--- config.mk ---
export PLATFORM = sky130hd
export DESIGN_NAME = microcode_sequencer
export DESIGN_NICKNAME = d
export VERILOG_FILES = /design/src/rtl/microcode_pkg.sv /design/src/rtl/seq_step_counter.sv /design/src/rtl/microcode_sequencer.sv
export SDC_FILE = /design/constraint.sdc
export NUM_CORES = 1
export LEC_CHECK = 0
export ABC_AREA = 0
export BUFFER_PORTS_ARGS = -buffer_cell sky130_fd_sc_hd__buf_4
export CORE_ASPECT_RATIO = 1.5
export CORE_MARGIN = 1.5
export CORE_UTILIZATION = 36
export CTS_CLUSTER_SIZE = 24
export DETAILED_ROUTE_END_ITERATION = 7
export PLACE_DENSITY = 0.9
export SETUP_SLACK_MARGIN = 0.2
export SLEW_MARGIN = 25
export SYNTH_ARGS = -nofsm -noshare
export SYNTH_HDL_FRONTEND = slang
export SYNTH_SLANG_ARGS = --single-unit
--- constraint.sdc ---
create_clock -name i_clk -period 2.1 [get_ports i_clk]
set_clock_uncertainty 0.1 [all_clocks]
set_input_delay 0.21 -clock i_clk [delete_from_list [all_inputs] [get_ports i_clk]]
set_output_delay 0.21 -clock i_clk [all_outputs]
set_load 0.02 [all_outputs]
--- src/rtl/microcode_pkg.sv ---
// Shared types and helpers for the microcode sequencer: state encoding,
// control-word bit positions and control-store address packing.
package microcode_pkg;

  typedef enum logic [0:0] {
    SEQ_RUN,
    SEQ_HALT
  } seqState_e;

  localparam int unsigned UWORD_EOI_BIT  = 0;
  localparam int unsigned UWORD_NIMM_BIT = 1;

  // Packs {flags, instr, step}; caller truncates to its own address width.
  function automatic logic [63:0] buildUAddr(
    input logic [31:0] flags,
    input logic [31:0] instr,
    input logic [31:0] step,
    input int unsigned instrW,
    input int unsigned stepW
  );
    logic [63:0] addr;
    addr = ({32'b0, flags} << (instrW + stepW)) | ({32'b0, instr} << stepW) | {32'b0, step};
    return addr;
  endfunction

endpackage

--- src/rtl/seq_step_counter.sv ---
// Microstep register: synchronous clear wins over hold; otherwise counts up
// and wraps naturally at 2^STEP_W.
module seq_step_counter #(
  parameter int unsigned STEP_W = 3
) (
  input  logic              i_clk,
  input  logic              i_nReset,
  input  logic              i_clear,
  input  logic              i_hold,
  output logic [STEP_W-1:0] o_step
);

  logic [STEP_W-1:0] r_step;

  always_ff @(posedge i_clk) begin
    if (!i_nReset) begin
      r_step <= '0;
    end else if (i_clear) begin
      r_step <= '0;
    end else if (!i_hold) begin
      r_step <= r_step + STEP_W'(1);
    end
  end

  assign o_step = r_step;

endmodule

--- src/rtl/microcode_sequencer.sv ---
// Microcoded control sequencer: instruction register, microstep counter and
// control-store addressing. Optional single-step gating via SEQ_SINGLE_STEP_EN.
module microcode_sequencer
  import microcode_pkg::*;
#(
  parameter int unsigned INSTR_W    = 8,
  parameter int unsigned STEP_W     = 3,
  parameter int unsigned FLAG_W     = 2,
  parameter int unsigned CTRL_W     = 16,
  parameter int unsigned IMM_W      = 3,
  parameter int unsigned IMM_LSB    = 3,
  parameter int unsigned FETCH_STEP = 1
) (
  input  logic                             i_clk,
  input  logic                             i_nReset,
  input  logic [FLAG_W-1:0]                i_flags,
  input  logic [INSTR_W-1:0]               i_instruction,
  input  logic                             i_memReady,
  input  logic                             i_resume,
`ifdef SEQ_SINGLE_STEP_EN
  input  logic                             i_singleStep,
  input  logic                             i_stepPulse,
`endif
  output logic [FLAG_W+INSTR_W+STEP_W-1:0] o_uAddr,
  input  logic [CTRL_W-1:0]                i_uWord,
  output logic [CTRL_W-3:0]                o_ctrl,
  output logic [2:0]                       o_aluOp,
  output logic [INSTR_W-1:0]               o_immediate,
  output logic                             o_fetch,
  output logic                             o_halt,
  output logic [STEP_W-1:0]                o_step
);

  localparam int unsigned UADDR_W = FLAG_W + INSTR_W + STEP_W;
  localparam logic [STEP_W-1:0] FETCH_S = STEP_W'(FETCH_STEP);

  if (IMM_LSB + IMM_W > INSTR_W) begin : gBadImmField
    $error("immediate field exceeds instruction width");
  end
  if (FETCH_STEP >= (2 ** STEP_W) - 1) begin : gBadFetchStep
    $error("FETCH_STEP must be below the last microstep");
  end
  if (INSTR_W < 3) begin : gBadInstrW
    $error("instruction too narrow for the ALU op field");
  end

  seqState_e           stateQ, stateD;
  logic [INSTR_W-1:0]  r_instr, instrD;
  logic [STEP_W-1:0]   r_step;
  logic                stepClear, stepHold;
  logic                advance;
  logic                eoi;

  assign eoi = i_uWord[UWORD_EOI_BIT];

`ifdef SEQ_SINGLE_STEP_EN
  assign advance = !i_singleStep || i_stepPulse;
`else
  assign advance = 1'b1;
`endif

  seq_step_counter #(
    .STEP_W (STEP_W)
  ) uStepCounter (
    .i_clk    (i_clk),
    .i_nReset (i_nReset),
    .i_clear  (stepClear),
    .i_hold   (stepHold),
    .o_step   (r_step)
  );

  always_comb begin
    stateD    = stateQ;
    instrD    = r_instr;
    stepClear = 1'b0;
    stepHold  = 1'b1;
    if (advance) begin
      unique case (stateQ)
        SEQ_RUN: begin
          if (r_step == FETCH_S) begin
            // Fetch stalls until memory presents valid data.
            if (i_memReady) begin
              instrD   = i_instruction;
              stepHold = 1'b0;
              if (&i_instruction) stateD = SEQ_HALT;
            end
          end else if (r_step > FETCH_S && eoi) begin
            stepClear = 1'b1;
          end else begin
            stepHold = 1'b0;
          end
        end
        SEQ_HALT: begin
          if (i_resume) begin
            stepClear = 1'b1;
            instrD    = '0;
            stateD    = SEQ_RUN;
          end
        end
        default: stateD = SEQ_RUN;
      endcase
    end
  end

  always_ff @(posedge i_clk) begin
    if (!i_nReset) begin
      stateQ  <= SEQ_RUN;
      r_instr <= '0;
    end else begin
      stateQ  <= stateD;
      r_instr <= instrD;
    end
  end

  assign o_uAddr     = UADDR_W'(buildUAddr(32'(i_flags), 32'(r_instr), 32'(r_step),
                                           INSTR_W, STEP_W));
  assign o_ctrl      = i_uWord[CTRL_W-1:2];
  assign o_aluOp     = r_instr[2:0];
  assign o_immediate = i_uWord[UWORD_NIMM_BIT] ? '0 : INSTR_W'(r_instr[IMM_LSB +: IMM_W]);
  assign o_fetch     = (r_step == FETCH_S);
  assign o_halt      = (stateQ == SEQ_HALT);
  assign o_step      = r_step;

endmodule

==> results_dict.tcl <==
set metrics [dict create \
    status "complete, no violations" \
    via_per_inst 5.11 \
    die_height_um 60.6 \
    fmax_mhz 570 \
    post-cts-setup-buffers 0 \
    final_core_util 0.440 \
    synth_edf_count 0 \
    die_width_um 41.4 \
    ir_drop_mv 0.447 \
    p_total_mw 0.854 \
    syn-instance-count 87 \
    synth.distinct_cells 25 \
    nets 134 \
    synth_area_um2 797 \
    grt_first_pass_wirelength_um 2590 \
    grt_max_degree 11 \
    synth_seq_area_share 0.301 \
    cts_hold_buffers 0 \
    gp_congestion 0.778 \
    ys_warn_count 0 \
    synth.ff_latch_count 12 \
    critPathLaunchType "register" \
    hp-class "primary input to register" \
    rsz0062_at_grt "no" \
    avgSynthCellArea_um2 9.16 \
    crit_required_ns 2.19 \
    wl_per_cell_um 13.8 \
    slew_headroom 0.635 \
    synth_area_leader_cell "dfxtp_1" \
    grt.total_usage 0.136 \
    postRouteAntennaNets 0 \
    via_count 623 \
    rows 20 \
    end_kind "register" \
    dp_hpwl_um 1300 \
    synth_area_leaders "dfxtp_1, buf_4, a22o_1" \
    fin_crit_sh 0.835 \
    synth_ff_type "dfxtp_1" \
    drt-initial-drc-count 12 \
    leakage_nw 0.430 \
    design_area_um2 902 \
    fillers 216 \
    fp.coreArea_mm2 0.00205 \
    maxCapViolations 0 \
    critical_path_class "register to register" \
    placed_area_um2 877 \
    rrSetupSlack_ns 0.35 \
    grt.overflow.total 0 \
    fin_crit_ns 1.75 \
    cp_max_fo 9 \
    wl_um 1680 \
    setup_viol_count_final 0 \
    grt_antenna_before_repair 0 \
    tritoncts "done" \
    cp.arrival_ns 1.84 \
    maxSlewViolCount 0 \
    dieArea_mm2 0.00251 \
    clk_latency_ns 0.27 \
    grt_pass1_vias 598 \
    start_util 0.388 \
    clock-sinks 12 \
    synthArstFlopShare 0 \
    ys_top_cells_by_count "buf_4, dfxtp_1, a22o_1, nor2b_1, nor2_1" \
    ctsLongestPathBuffers 2 \
    firstDrtPassIters 4 \
    synth_top_area_frac 0.301 \
    cts_buffers 3 \
    path_clk_slew_ns 0.07 \
    route.detailed.drc 0 \
    port_buffers 35 \
    fin_tns_setup_ns 0 \
    power_density_mw_per_mm2 946 \
    worst_pin_slew_ns 0.546 \
    num_io_pins 73 \
    cts_max_level 1 \
    synthToLayoutAreaGrowth_pct 13.2 \
    hold_ws_ns 0.0671 \
    drive_above_1_share 0.420 \
    yosys.cell_count.top_type "buf_4" \
    cts_root_buf "clkbuf_4" \
    diodes 0 \
    finalHoldViolations 0 \
]
[critical path, cell delays in order (launching register included)]
cell      delay [ns]
dfxtp_1         0.42
ha_1            0.28
nor4bb_4        0.34
and2_4          0.26
nand2_4         0.06
o31ai_4         0.22
[report_power, final]
group / switching [mW] / internal (mW) / leakage, nW
sequential: 0.0438 / 0.264 / 0.0978
combinational: 0.218 / 0.192 / 0.318
clock: 0.0702 / 0.0663 / 0.0138
[layout make-up]
type / count / area (um^2) / share of cell area
Inverter: 2 / 7.51 / 0.00832
Tap cell: 22 / 27.5 / 0.0305
Multi-Input combinational cell: 48 / 342 / 0.379
Clock buffer: 3 / 22.5 / 0.0250
Timing Repair Buffer: 35 / 263 / 0.291
Sequential cell: 12 / 240 / 0.266
[per-stage QoR]
| step | cells | setup WS (ns) |
|---|---|---|
| finish | 122 | 0.347 |
| global route | 122 | 0.236 |
| CTS | 122 | 0.291 |
| detailed placement | 119 | 0.210 |
| floorplan | 91 | 0.345 |
| global placement | 119 | 0.320 |
[routing by layer]
| layer | track usage | share of wire | wire length, um | vias up |
|---|---|---|---|---|
| met5 | 0 | 0 | 0 | - |
| met3 | 0.0268 | 0.080 | 135 | 4 |
| met2 | 0.259 | 0.53 | 887 | 37 |
| li1 | - | - | - | 294 |
| met4 | 0.0876 | 0.0071 | 12 | 0 |
| met1 | 0.134 | 0.38 | 643 | 288 |
[cell usage in the layout, fill, tap and decap left out]
cell,instances
buf_4,35
dfxtp_1,12
a22o_1,8
nor2b_1,6
conb_1,5
nor2_1,4
nand2_1,3
o21ai_0,3
nor3_1,3
clkbuf_4,3
inv_1,2
a211oi_1,2
ha_1,2
nand2b_1,1
o31ai_1,1
o21bai_1,1
nor3b_1,1
a21oi_1,1
nor4bb_4,1
and2_4,1
nand2_4,1
nand4_1,1
nand3_1,1
nand3b_1,1
o31ai_4,1
[state kept, by name (all words and copies together), names as in the netlist]
register,cells
uStepCounter.o_step,3
r_instr,8
o_halt,1
[repair_timing]
item                                    4_1_cts  5_1_grt
pin swaps                                     0        0
gates resized for setup                       1        1
endpoints found under the setup margin        1        1
[final timing paths]
check | to | startpoint | cells past startpoint
worst max-delay path | o_halt | uStepCounter.o_step[0] | 5
worst min-delay path | r_instr[5] | i_instruction[5] | 2
worst max register to register | o_halt | uStepCounter.o_step[0] | 5
worst min register to register | r_instr[7] | r_instr[7] | 1
[cell families after synthesis]
family          Yosys count  synth area share
buf+inv                  31             0.292
other cells               1           0.00471
fa+ha+maj                 2            0.0314
flops                    12             0.301
simple gates             24             0.193
compound gates           17             0.177
Power figures use the tool's default switching activity.
